### src/rtl/barrier_pkg.sv
// Shared types and constants for the procedural lane-barrier generator.
package barrier_pkg;

  typedef enum logic [1:0] {
    StIdle = 2'd0,
    StRun  = 2'd1,
    StOver = 2'd2
  } state_e;

  localparam logic [15:0] LFSR_TAPS    = 16'hB400;
  localparam logic [15:0] LFSR_DEFAULT = 16'hACE1;
  localparam logic [15:0] SCORE_MAX    = 16'hFFFF;

  // One step of a right-shifting Galois LFSR.
  function automatic logic [15:0] lfsr_next(input logic [15:0] cur);
    return (cur >> 1) ^ (cur[0] ? LFSR_TAPS : 16'h0000);
  endfunction

endpackage

### src/rtl/barrier_lfsr.sv
// 16-bit Galois LFSR with synchronous load; a zero load value is replaced by the default seed.
module barrier_lfsr
  import barrier_pkg::*;
#(
  parameter int unsigned OUT_W = 3
) (
  input  logic             clk,
  input  logic             rst_n,
  input  logic             load_i,
  input  logic [15:0]      load_val_i,
  input  logic             adv_i,
  output logic [OUT_W-1:0] value_o
);

  logic [15:0] lfsr_q, lfsr_d;

  always_comb begin
    lfsr_d = lfsr_q;
    if (load_i) begin
      // An all-zero state would lock up the register forever.
      lfsr_d = (load_val_i == 16'h0000) ? LFSR_DEFAULT : load_val_i;
    end else if (adv_i) begin
      lfsr_d = lfsr_next(lfsr_q);
    end
  end

  always_ff @(posedge clk or negedge rst_n) begin
    if (!rst_n) begin
      lfsr_q <= LFSR_DEFAULT;
    end else begin
      lfsr_q <= lfsr_d;
    end
  end

  assign value_o = lfsr_q[OUT_W-1:0];

endmodule

### src/rtl/barrier_gen.sv
// Scrolling barrier window: procedurally generates rows, scrolls on step, detects player collisions.
module barrier_gen
  import barrier_pkg::*;
#(
  parameter int unsigned LANES   = 3,
  parameter int unsigned DEPTH   = 16,
  parameter int unsigned WARMUP  = 10,
  parameter int unsigned GAP_MIN = 1
) (
  input  logic                   clk,
  input  logic                   rst_n,
  input  logic                   start_i,
  input  logic [15:0]            seed_i,
  input  logic [1:0]             level_i,
  input  logic                   step_i,
  input  logic [LANES-1:0]       player_lane_i,
  output logic [LANES*DEPTH-1:0] grid_o,
  output logic                   hit_o,
  output logic                   game_over_o,
  output logic [15:0]            score_o,
  output logic [1:0]             state_o
);

  localparam int unsigned PtrW  = (LANES > 1) ? $clog2(LANES) : 1;
  localparam int unsigned GridW = LANES * DEPTH;

  state_e             state_q, state_d;
  logic [GridW-1:0]   grid_q, grid_d;
  logic [15:0]        score_q, score_d;
  logic [15:0]        warm_q, warm_d;
  logic [7:0]         gap_q, gap_d;
  logic [PtrW-1:0]    ptr_q, ptr_d;
  logic               hit_q, hit_d;
  logic               over_q, over_d;

  logic               lfsr_load, lfsr_adv;
  logic [LANES-1:0]   cand;
  logic [LANES-1:0]   new_row;
  logic [LANES-1:0]   row1;
  logic [7:0]         gap_load;

  barrier_lfsr #(
    .OUT_W(LANES)
  ) u_lfsr (
    .clk        (clk),
    .rst_n      (rst_n),
    .load_i     (lfsr_load),
    .load_val_i (seed_i),
    .adv_i      (lfsr_adv),
    .value_o    (cand)
  );

  assign row1     = grid_q[LANES +: LANES];
  assign gap_load = 8'(GAP_MIN) + {6'd0, 2'd3 - level_i};

  // Row that enters at the top of the window on an accepted step.
  always_comb begin
    new_row = '0;
    if (warm_q == 16'd0 && gap_q == 8'd0) begin
      new_row = cand;
      if (cand == {LANES{1'b1}}) begin
        new_row[ptr_q] = 1'b0;
      end
    end
  end

  always_comb begin
    state_d   = state_q;
    grid_d    = grid_q;
    score_d   = score_q;
    warm_d    = warm_q;
    gap_d     = gap_q;
    ptr_d     = ptr_q;
    hit_d     = 1'b0;
    over_d    = over_q;
    lfsr_load = 1'b0;
    lfsr_adv  = 1'b0;

    if (start_i) begin
      lfsr_load = 1'b1;
      grid_d    = '0;
      score_d   = 16'd0;
      warm_d    = 16'(WARMUP);
      gap_d     = 8'd0;
      over_d    = 1'b0;
      state_d   = StRun;
    end else if (step_i && state_q == StRun) begin
      lfsr_adv = 1'b1;
      ptr_d    = (ptr_q == PtrW'(LANES - 1)) ? '0 : ptr_q + 1'b1;
      grid_d   = {new_row, grid_q[GridW-1:LANES]};

      if (warm_q != 16'd0) begin
        warm_d = warm_q - 16'd1;
      end else if (gap_q != 8'd0) begin
        gap_d = gap_q - 8'd1;
      end else if (new_row != '0) begin
        gap_d = gap_load;
      end

      // Collision is judged on the row about to slide into the player row.
      if ((row1 & player_lane_i) != '0) begin
        hit_d   = 1'b1;
        over_d  = 1'b1;
        state_d = StOver;
      end else if (row1 != '0 && score_q != SCORE_MAX) begin
        score_d = score_q + 16'd1;
      end
    end
  end

  always_ff @(posedge clk or negedge rst_n) begin
    if (!rst_n) begin
      state_q <= StIdle;
      grid_q  <= '0;
      score_q <= 16'd0;
      warm_q  <= 16'd0;
      gap_q   <= 8'd0;
      ptr_q   <= '0;
      hit_q   <= 1'b0;
      over_q  <= 1'b0;
    end else begin
      state_q <= state_d;
      grid_q  <= grid_d;
      score_q <= score_d;
      warm_q  <= warm_d;
      gap_q   <= gap_d;
      ptr_q   <= ptr_d;
      hit_q   <= hit_d;
      over_q  <= over_d;
    end
  end

  assign grid_o      = grid_q;
  assign hit_o       = hit_q;
  assign game_over_o = over_q;
  assign score_o     = score_q;
  assign state_o     = state_q;

endmodule

### config.mk
export PLATFORM = sky130hd
export DESIGN_NAME = barrier_gen
export DESIGN_NICKNAME = d
export VERILOG_FILES = /design/src/rtl/barrier_pkg.sv /design/src/rtl/barrier_lfsr.sv /design/src/rtl/barrier_gen.sv
export SDC_FILE = /design/constraint.sdc
export NUM_CORES = 1
export LEC_CHECK = 0
export ABC_CLOCK_PERIOD_IN_PS = 2500
export CAP_MARGIN = 20
export CORE_UTILIZATION = 31
export CTS_CLUSTER_SIZE = 25
export DETAILED_ROUTE_END_ITERATION = 16
export PLACE_DENSITY = 0.5
export SLEW_MARGIN = 20
export SYNTH_ARGS = -nofsm -noshare
export SYNTH_HDL_FRONTEND = slang
export SYNTH_HIERARCHICAL = 1
export SYNTH_SLANG_ARGS = --single-unit
### constraint.sdc
create_clock -name clk -period 2.5 [get_ports clk]
set_clock_uncertainty 0.05 [all_clocks]
set_input_delay 0.5 -clock clk [delete_from_list [all_inputs] [get_ports clk]]
set_output_delay 0.5 -clock clk [all_outputs]
set_load 0.03 [all_outputs]
# After elaboration in Yosys (flattened, before gate mapping)
# Cells that the tools add are included.
dict set report totals {
  memories 0
  output_inout_bits 68
  regBits 110
  latchBits 0
  input_bits 25
  mem_bits_ro 0
  ramBits 0
  word_cells 86
}
dict set report op_classes {
  add_sub_neg 6
  n_reduce_logical 23
  div_mod_pow 0
  n_mux 35
  n_mul 0
  n_bitwise 5
  n_shift 0
  n_lt_le_gt_ge 2
  eq_ne 6
}
# cell n
set op_table {}
lappend op_table {{16-bit 2-to-1 mux} 11}
lappend op_table {{48-bit 2-to-1 mux} 2}
lappend op_table {{8-bit 2-to-1 mux} 5}
lappend op_table {{16-bit zero test} 2}
lappend op_table {{16-bit by 1-bit adder with 16-bit output (second input constant)} 1}
lappend op_table {{16-bit inequality test (second input constant)} 1}
lappend op_table {{16-bit nonzero test} 1}
lappend op_table {{16-bit by 1-bit subtractor with 16-bit output (second input constant)} 1}
lappend op_table {{15-bit by 16-bit bitwise XOR with 16-bit output} 1}
lappend op_table {{3-bit nonzero test} 4}
lappend op_table {{1-bit 2-to-1 mux} 10}
lappend op_table {{2-bit nonzero test} 5}
lappend op_table {{8-bit zero test} 1}
lappend op_table {{2-bit 2-to-1 mux} 4}
lappend op_table {{8-bit nonzero test} 1}
lappend op_table {{8-bit by 1-bit subtractor with 8-bit output (second input constant)} 1}
lappend op_table {{3-bit bitwise AND} 2}
lappend op_table {{3-bit 2-to-1 mux} 2}
lappend op_table {{2-bit AND reduction} 3}
lappend op_table {{3-bit AND reduction} 2}
lappend op_table {{1-bit logical AND} 4}
lappend op_table {{2-bit inequality test (second input constant)} 2}
lappend op_table {{1-bit by 2-bit adder with 3-bit output (first input constant)} 1}
lappend op_table {{3-bit equality test (second input constant)} 1}
lappend op_table {{9 further kinds} 9}

# Depth between registers and ports, before layout
# Gate-level depths: netlist of run 1.
dict set report depth {
  word_depth 14
  depth_mapped 8
  ltp_nobuf 7
}

# By module
# The synthesis of run 1 kept the hierarchy.
# mod cells_per_inst seq_area_each_um2 n_inst area_per_inst_um2
set modules_own_cells {}
lappend modules_own_cells {barrier_gen 473 2327.2 1 4390.5}
lappend modules_own_cells {barrier_lfsr 74 410.4 1 859.6}

# Worst setup path before layout of run 1
# No wires, ideal clock.
dict set report synth_timing {
  path_kind {register to register}
  start {register state_q[1] (netlist: state_o[1])}
  end {register u_lfsr.lfsr_q[14]}
  setup_ps 135
  slack_ps 108
  stages_incl_launch_ff 9
  t_required_ps 2315
  n_path_buf 3
  period_less_slack_ps 2392
  arrival_time_ps 2207
  path_cell_list {dfrtp_1 and3b_1 clkbuf_1 nand2b_1 inv_1 buf_2 clkbuf_1 mux2i_1 o21ai_0}
}
dict set report synth_between {
  elab_chain_len 5
}
# item line_no
set synth_rtl {}
lappend synth_rtl {{from (decl)} barrier_gen.sv:27} ;# state_e state_q, state_d;
lappend synth_rtl {{from (signal assigned)} barrier_gen.sv:113} ;# state_q <= StIdle;
lappend synth_rtl {{from (signal assigned)} barrier_gen.sv:122} ;# state_q <= state_d;
lappend synth_rtl {{2-bit by 1-bit equality test with 1-bit output} barrier_gen.sv:87} ;# end else if (step_i && state_q == StRun) begin
lappend synth_rtl {{1-bit logical AND} barrier_gen.sv:87}
lappend synth_rtl {{1-bit 2-to-1 mux} barrier_gen.sv:87}
lappend synth_rtl {{1-bit 2-to-1 mux} barrier_gen.sv:79} ;# if (start_i) begin
lappend synth_rtl {{via lfsr_adv} barrier_gen.sv:36} ;# logic lfsr_load, lfsr_adv;
lappend synth_rtl {{2-bit nonzero test (no line)} n/a}
lappend synth_rtl {{to (signal assigned)} barrier_lfsr.sv:31} ;# lfsr_q <= lfsr_d;
lappend synth_rtl {{to (decl)} barrier_lfsr.sv:15} ;# logic [15:0] lfsr_q, lfsr_d;
# The timed path passes the listed nets, and every way through them passes these cells.
# A chain may end at the register's enable or synchronous reset.

# Worst setup path after layout of run 1
dict set report layout_timing {
  start {input player_lane_i[0]}
  end {register score_q[7] (netlist: score_o[7])}
}
dict set report layout_between {
  elab_chain_len 4
}
# item line_no
set layout_rtl {}
lappend layout_rtl {{from (decl)} barrier_gen.sv:16} ;# input logic [LANES-1:0] player_lane_i,
lappend layout_rtl {{3-bit bitwise AND} barrier_gen.sv:101} ;# if ((row1 & player_lane_i) != '0) begin
lappend layout_rtl {{3-bit nonzero test} barrier_gen.sv:101}
lappend layout_rtl {{2-bit inequality test (no line)} n/a}
lappend layout_rtl {{3-bit AND reduction (no line)} n/a}
lappend layout_rtl {{to (signal assigned)} barrier_gen.sv:124} ;# score_q <= score_d;
lappend layout_rtl {{to (decl)} barrier_gen.sv:29} ;# logic [15:0] score_q, score_d;
# Every way passes these cells.

==> results of run 1 <==
[cells by family (layout without fill, tap and decap cells)]
logic type | count (synthesis) | in the layout | share of synthesized area
fa+ha+maj | 4 | 4 | 0.00953
compound gates | 97 | 97 | 0.116
buf+inv | 46 | 146 | 0.0367
simple gates | 247 | 247 | 0.237
mux | 18 | 18 | 0.0362
flops | 109 | 109 | 0.521
xor+xnor | 26 | 26 | 0.0434
[report_power, final]
part           switching (mW)  internal, mW
Sequential             0.0457          1.82
Combinational           0.182         0.141
Clock                   0.637         0.705
Total                   0.864          2.67
[cell usage in the layout, fill, tap and decap left out, types with 2 or more instances in the layout]
cell type        Yosys  final
inv_1               13     13
nor2b_1              9      9
buf_12               0      3
a21o_1               2      2
nor2_1              46     46
nand3_1             14     14
o22a_1               3      3
o22a_2               5      5
nor4_4               2      2
clkbuf_16            0      9
mux2_1               2      2
o41ai_1              2      2
o31ai_1              3      3
clkdlybuf4s50_1      0     90
nor3b_1              3      3
mux2i_1             10     10
mux2_2               6      6
clkbuf_1            22      3
o21ai_0             11     11
or4_1                5      5
o22ai_1              2      2
dfstp_2              8      8
nand4_1              8      8
buf_4                4     23
nand2b_1             4      4
xnor2_1             22     22
nor4_2               4      4
nor3_1              12     12
a21oi_1             57     57
a211o_1              3      3
or4b_2               2      2
or3_1                7      7
or4_4                3      3
nand2_1            110    110
dfrtp_1            101    101
ha_1                 4      4
nor4b_1              2      2
nor4_1               4      4
xor2_1               4      4
[final cells by class]
type | instances | share of cell area
multi-input cells | 392 | 0.342
inverters | 13 | 0.00717
flip-flops and latches | 109 | 0.402
well taps | 220 | 0.0404
clock buffers | 13 | 0.0368
repair buffers | 117 | 0.168
clock inverters | 3 | 0.00313
[per-stage QoR]
step / TNS, ns / std cells / total power [mW] / util / area, um2
after global routing: 0 / 867 / 3.71 / 0.410 / 6810
after CTS: 0 / 867 / 3.59 / 0.410 / 6810
final: 0 / 867 / 3.53 / 0.410 / 6810
after floorplan: 0 / 547 / 2.08 / - / 5250
after global placement: -0.610 / 850 / 2.22 / 0.393 / 6520
after detailed placement: -0.759 / 850 / 2.23 / 0.393 / 6520
[layer usage]
metal | up-vias | GRT usage | part of all wire | wire length, um
met1 | 1966 | 0.200 | 0.48 | 5960
met4 | 0 | 0.0349 | 0.010 | 128
met3 | 6 | 0.0408 | 0.038 | 463
met2 | 90 | 0.230 | 0.47 | 5740
li1 | 2067 | - | - | -
met5 | - | 0 | 0 | 0
[flip-flops by register name, summed over array words and instances, names as in the netlist]
| register | count |
|---|---|
| hit_o | 1 |
| state_o | 2 |
| warm_q | 16 |
| ptr_q | 2 |
| grid_o | 48 |
| gap_q | 8 |
| score_o | 16 |
| u_lfsr/lfsr_q | 16 |
[what timing repair did]
item                                    4_1_cts  5_1_grt
hold buffers                                  1        0
endpoints found under the setup margin        0        1
endpoints found under the hold margin        16        0
[final timing paths]
kind	from	to	slack, ns	cells past startpoint
min reg2reg	grid_o[1]	grid_o[1]	0.47	2
max reg2reg	warm_q[10]	gap_q[7]	0.22	5
min in group asynchronous	rst_n	score_o[2]	0.53	2
max	player_lane_i[0]	score_o[7]	0.19	7
min	start_i	warm_q[8]	0.42	2
max in group asynchronous	rst_n	u_lfsr/lfsr_q[7]	1.19	3
[worst max-delay path, delay by kind of cell]
family / cells / cell delay (ns)
compound gates: 2 / 0.67
buf+inv: 2 / 0.58
simple gates: 2 / 0.43
mux: 1 / 0.32
==> summary.md, run 1 <==
| Metric | Value |
|---|---|
| Status | completed |
| Die Height | 132 um |
| First-pass GRT wire length | 20.7 mm |
| Synth area leaders | dfrtp_1 (48%), nand2_1 (7.9%), a21oi_1 (5.4%), dfstp_2 (4.0%), xnor2_1 (3.7%) |
| Post-route minimum period | 2.31 ns |
| Fraction of layout cells with a size suffix above 1 | 0.117 |
| Clk root buf | clkbuf_16 |
| HPWL after DPL | 8.47 mm |
| Mapped Area | 5250 um2 |
| Distinct cells, synth | 59 |
| DR iter-0 viols | 166 |
| Seq cells post-synth | 109 |
| DR DRC count | 0 |
| Syn nets | 576 |
| Post-CTS Resized | 0 |
| Cell count after synthesis | 547 |
| Avg Vias per Cell | 4.76 |
| Gr ovfl total | 0 |
| Worst setup EP type | flip-flop |
| # fillers | 1,674 |
| CP max-delay cell | a222oi_1 |
| Wire length per cell | 14.2 um |
| Number of cell rows | 47 |
| VDD IR max | 0.307 mV |
| Total routed wirelength | 12.3 mm |
| Worst rel slew slack | 0.591 |
| CTS H-tree depth | 3 |
| Initial core utilization | 0.317 |
| Worst-path maximum fanout | 3 |
| Final Net Count | 671 |
| Initial antenna violation count | 0 |
| Fin. max-slew vios | 0 |
| Max frequency | 0.432 GHz |
| Area Overhead vs Synth | 29.6% |
| Worst setup margin | 0.187 ns |
| Async set-reset flop share out of synthesis | 1.00 |
| Period utilization | 0.925 |
| Setup Buffers After CTS | 0 |
| Die area | 17,500 um2 |
| CP Data Arrival Time | 2.49 ns |
| GRT Overall Usage | 0.146 |
| Number of synthesized flops with an enable pin | 0 |
| I/O Pins | 93 |
| Largest net degree at the start of global routing | 49 |
| Max incr delay on CP | 0.43 ns |
| Mean area per synthesized cell | 9.60 um2 |
| Count leader, synth | nand2_1 |
| Final hold violation count | 0 |
| Worst-skew pair later-pin latency | 0.35 ns |
| DRT Pass-1 Iters | 4 |
| Worst-Margin Slew | 0.609 ns |
| Ys Warns | 6 |
| Routed vias | 4,129 |
| Biggest area consumer among synthesized cells | dfrtp_1 |
| Setup violators final | 0 |
| Core Footprint | 16,600 um2 |
| Critical path class | input port to flip-flop |
| Max-cap viol count | 0 |
| Worst hold path type | input port to flip-flop |
| Worst hold slack | 0.417 ns |
| PortBufs | 92 |
| Clock slew at reported path FFs | 0.07 ns |
| Antenna viol nets, final | 0 |
| Worst Path Required | 2.68 ns |
| CTS tree | done |
| Post-synth top cells | nand2_1 (110), dfrtp_1 (101), a21oi_1 (57) |
| Share of the synthesized area in the top cell type | 0.481 |
| CTS Buffer Depth | 2 |
| Register area share after synthesis | 0.521 |
| PwrDens | 519 nW/um2 |
| Startpoint Class | input port |
| Multi-input logic area | 2330 um2 |
| Crit-path cells | clkdlybuf4s50_1 -> a222oi_1 -> o311ai_2 -> nor4_4 -> buf_4 -> nand3_1 -> mux2_1 |
| Worst slack at placement | -0.209 ns |
| Clock sink count | 109 |
| GPL Wtd Cong | 0.772 |
| Main synth FF type | dfrtp_1 |
| Lkg Pwr | 2.71 nW |
| Vias in the first global route | 4,025 |
| Reg area | 2740 um2 |
| Die width | 132 um |
| Diodes inserted | 0 |
| Clock buffer count from CTS | 9 |
| RSZ-0062 raised after global routing | no |
Power figures use the tool's default switching activity.
==> run 2, diff against run 1 <==
--- a/config.mk
+++ b/config.mk
@@ -14,5 +14,4 @@
 export SLEW_MARGIN = 20
 export SYNTH_ARGS = -nofsm -noshare
 export SYNTH_HDL_FRONTEND = slang
-export SYNTH_HIERARCHICAL = 1
 export SYNTH_SLANG_ARGS = --single-unit
==> run 2 against run 1 <==
Against the previous run:
- register-to-register slack got worse by 0.09 ns
- clock power rose by 9.7%
- sequential cell count did not move
- worst hold slack got worse by 0.39 ns
- critical endpoint is now gap_q[7]
- largest power group unchanged
==> summary.md, run 2 <==
| Metric | Value |
|---|---|
| Fin. max-slew vios | 0 (unchanged) |
| Setup Buffers After CTS | 0 (unchanged) |
| Routed vias | 4,394 (+6.4%) |
| Cell count after synthesis | 570 (+4.2%) |
| CTS H-tree depth | 3 (unchanged) |
| Async set-reset flop share out of synthesis | 1.00 (unchanged) |
| Die Height | 132 um (-0.32%) |
| PwrDens | 532 nW/um2 (+2.6%) |
| Core Footprint | 16,500 um2 (-0.35%) |
| Max-cap viol count | 0 (unchanged) |
| Syn nets | 599 (+4.0%) |
| First-pass GRT wire length | 22.4 mm (+8.4%) |
| Worst-Margin Slew | 0.536 ns (-0.0733 ns) |
| Worst Path Required | 2.69 ns (about the same) |
| Final core utilization | 0.413 (+0.00222) |
| Main synth FF type | dfrtp_1 |
| VDD IR max | 0.330 mV (+7.4%) |
| Worst-path maximum fanout | 5 (+2) |
| Startpoint Class | flip-flop |
| Area Overhead vs Synth | 30.7% |
| DR iter-0 viols | 284 (+71%) |
| Register area share after synthesis | 0.525 (+0.00338) |
| Ys Warns | 0 (-6) |
| Synth area leaders | dfrtp_1 (48%), nand2_1 (8.8%), a21oi_1 (5.6%), nor2_1 (5.2%), dfstp_2 (4.0%) |
| Number of synthesized flops with an enable pin | 0 (unchanged) |
| Count leader, synth | nand2_1 |
| GRT Overall Usage | 0.160 (+0.0134) |
| Worst rel slew slack | 0.633 (+0.0427) |
| Wire length per cell | 14.7 um (+3.9%) |
| Worst slack at placement | -0.102 ns (+0.106 ns) |
| CTS Buffer Depth | 2 (unchanged) |
| HPWL after DPL | 8.97 mm (+6.0%) |
| Mapped Area | 5220 um2 (-0.64%) |
| Setup tns final | 0 ns (unchanged) |
| Crit-path cells | inv_1 -> ha_1 -> or3b_2 -> or4_4 -> nor4_4 -> mux2i_1 -> nor2_1 |
| Fraction of layout cells with a size suffix above 1 | 0.0939 (-0.0236) |
| Worst-skew pair later-pin latency | 0.36 ns (about the same) |
| Lkg Pwr | 2.74 nW (+1.1%) |
| PortBufs | 92 (unchanged) |
| Final hold violation count | 0 (unchanged) |
| Commonest non-fill, non-tap cells in the layout | nand2_1 (122), dfrtp_1 (101), clkdlybuf4s50_1 (90) |
| Post-synth top cells | nand2_1 (122), dfrtp_1 (101), nor2_1 (72) |
| Vias in the first global route | 4,274 (+6.2%) |
| I/O Pins | 93 (unchanged) |
| Max frequency | 0.422 GHz (-2.3%) |
| Seq cells post-synth | 109 (unchanged) |
| Mean area per synthesized cell | 9.15 um2 (-4.7%) |
| Die width | 132 um (-0.32%) |
| Share of the synthesized area in the top cell type | 0.485 (+0.00312) |
| Max incr delay on CP | 0.49 ns (+0.06 ns) |
| Status | completed |
| CP max-delay cell | or4_4 |
| Period utilization | 0.947 (+0.0221) |
| Clk root buf | clkbuf_16 |
| Most common cell after layout, fill and taps aside | nand2_1 |
| Initial antenna violation count | 1 (+1) |
| Distinct cells, synth | 51 (-14%) |
| Initial core utilization | 0.316 (-0.000918) |
| Worst setup EP type | flip-flop |
| Worst setup margin | 0.132 ns (-0.0552 ns) |
| Post-route minimum period | 2.37 ns (+0.0552 ns) |
| CP bufs+invs | 1 (-1) |
| Gr ovfl total | 0 (unchanged) |
| Total routed wirelength | 13.1 mm (+6.7%) |
| Antenna viol nets, final | 0 (unchanged) |
| Clock slew at reported path FFs | 0.07 ns (about the same) |
| Critical path class | flip-flop to flip-flop |
| Biggest area consumer among synthesized cells | dfrtp_1 |
| Largest register FFs | 48 (unchanged) |
| Final Net Count | 695 (+3.6%) |
| CTS tree | done |
| Crit-path leading delay family | simple AND/OR/NAND/NOR gates |
| Clock buffer count from CTS | 9 (unchanged) |
| Clock sink count | 109 (unchanged) |
| GPL Wtd Cong | 0.776 (+0.54%) |
| Setup violators final | 0 (unchanged) |
| DR DRC count | 0 (unchanged) |
| Avg Vias per Cell | 4.93 (+3.6%) |
| CP Data Arrival Time | 2.55 ns (+0.06 ns) |
| Die area | 17,300 um2 (-0.64%) |
| Number of cell rows | 47 (unchanged) |
| DRT Pass-1 Iters | 6 (+2) |
| Diodes inserted | 0 (unchanged) |
| Worst hold path type | input port to asynchronous set/reset pin |
| Largest net degree at the start of global routing | 58 (+18%) |
==> run 2: worst register-to-register path, stage by stage, from the launching register on <==
cell     delay, ns
dfrtp_1       0.40
inv_1         0.09
ha_1          0.19
or3b_2        0.48
or4_4         0.49
nor4_4        0.29
mux2i_1       0.21
nor2_1        0.05
==> run 2: stage by stage <==
step,std cells,power [mW],area [um2],hold WS [ns]
global route,891,3.80,6820,0.0520
CTS,890,3.68,6800,0.0379
global placement,874,2.19,6490,0.423
detailed placement,874,2.20,6490,0.430
finish,891,3.63,6820,0.0249
floorplan,570,2.05,5220,0.154
==> run 2: cells by family after synthesis <==
logic type,share of synthesized area
buffers and inverters,0.0338
xor gates and xnor gates,0.0369
AOI/OAI and AO/OA,0.121
DFF,0.525
and+or+nand+nor,0.247
muxes,0.0273
adders and majority gates,0.00960
==> run 2: final timing paths <==
path	endpoint	slack [ns]	from	cells past startpoint
min reg2reg	u_lfsr.lfsr_q[10]	0.44	u_lfsr.lfsr_q[10]	2
min in group clk	u_lfsr.lfsr_q[10]	0.44	u_lfsr.lfsr_q[10]	2
max	gap_q[7]	0.13	warm_q[0]	7
max reg2reg	gap_q[7]	0.13	warm_q[0]	7
max in group asynchronous	ptr_q[0]	1.70	rst_n	2
min	grid_o[37]	0.02	rst_n	1
==> run 2: metal layers <==
metal | track usage | up-vias | share of wire | wire length (um)
met1 | 0.226 | 2101 | 0.49 | 6470
met4 | 0.0504 | 2 | 0.017 | 225
met3 | 0.0428 | 22 | 0.046 | 601
li1 | - | 2164 | - | -
met2 | 0.237 | 105 | 0.44 | 5800
met5 | 0 | - | 0.00084 | 11
==> run 2: layout make-up <==
cell class / instances / area [um2]
Tap cell: 220 / 275
Clock inverter: 6 / 72.6
Clock buffer: 10 / 229
Sequential cell: 109 / 2740
Timing Repair Buffer: 117 / 1140
Multi-Input combinational cell: 419 / 2320
Inverter: 10 / 37.5
Fill cell: 1636 / 9710
==> run 2: power breakdown <==
part	total, mW	switching (mW)	internal, mW	leakage [nW]
clock	1.47	0.683	0.787	0.143
sequential	1.86	0.0431	1.82	1.46
combinational	0.300	0.176	0.124	1.13
==> run 2: what timing repair did <==
item	CTS	global route
gates resized for setup	0	2
hold buffers	0	0
setup endpoints to repair	0	6
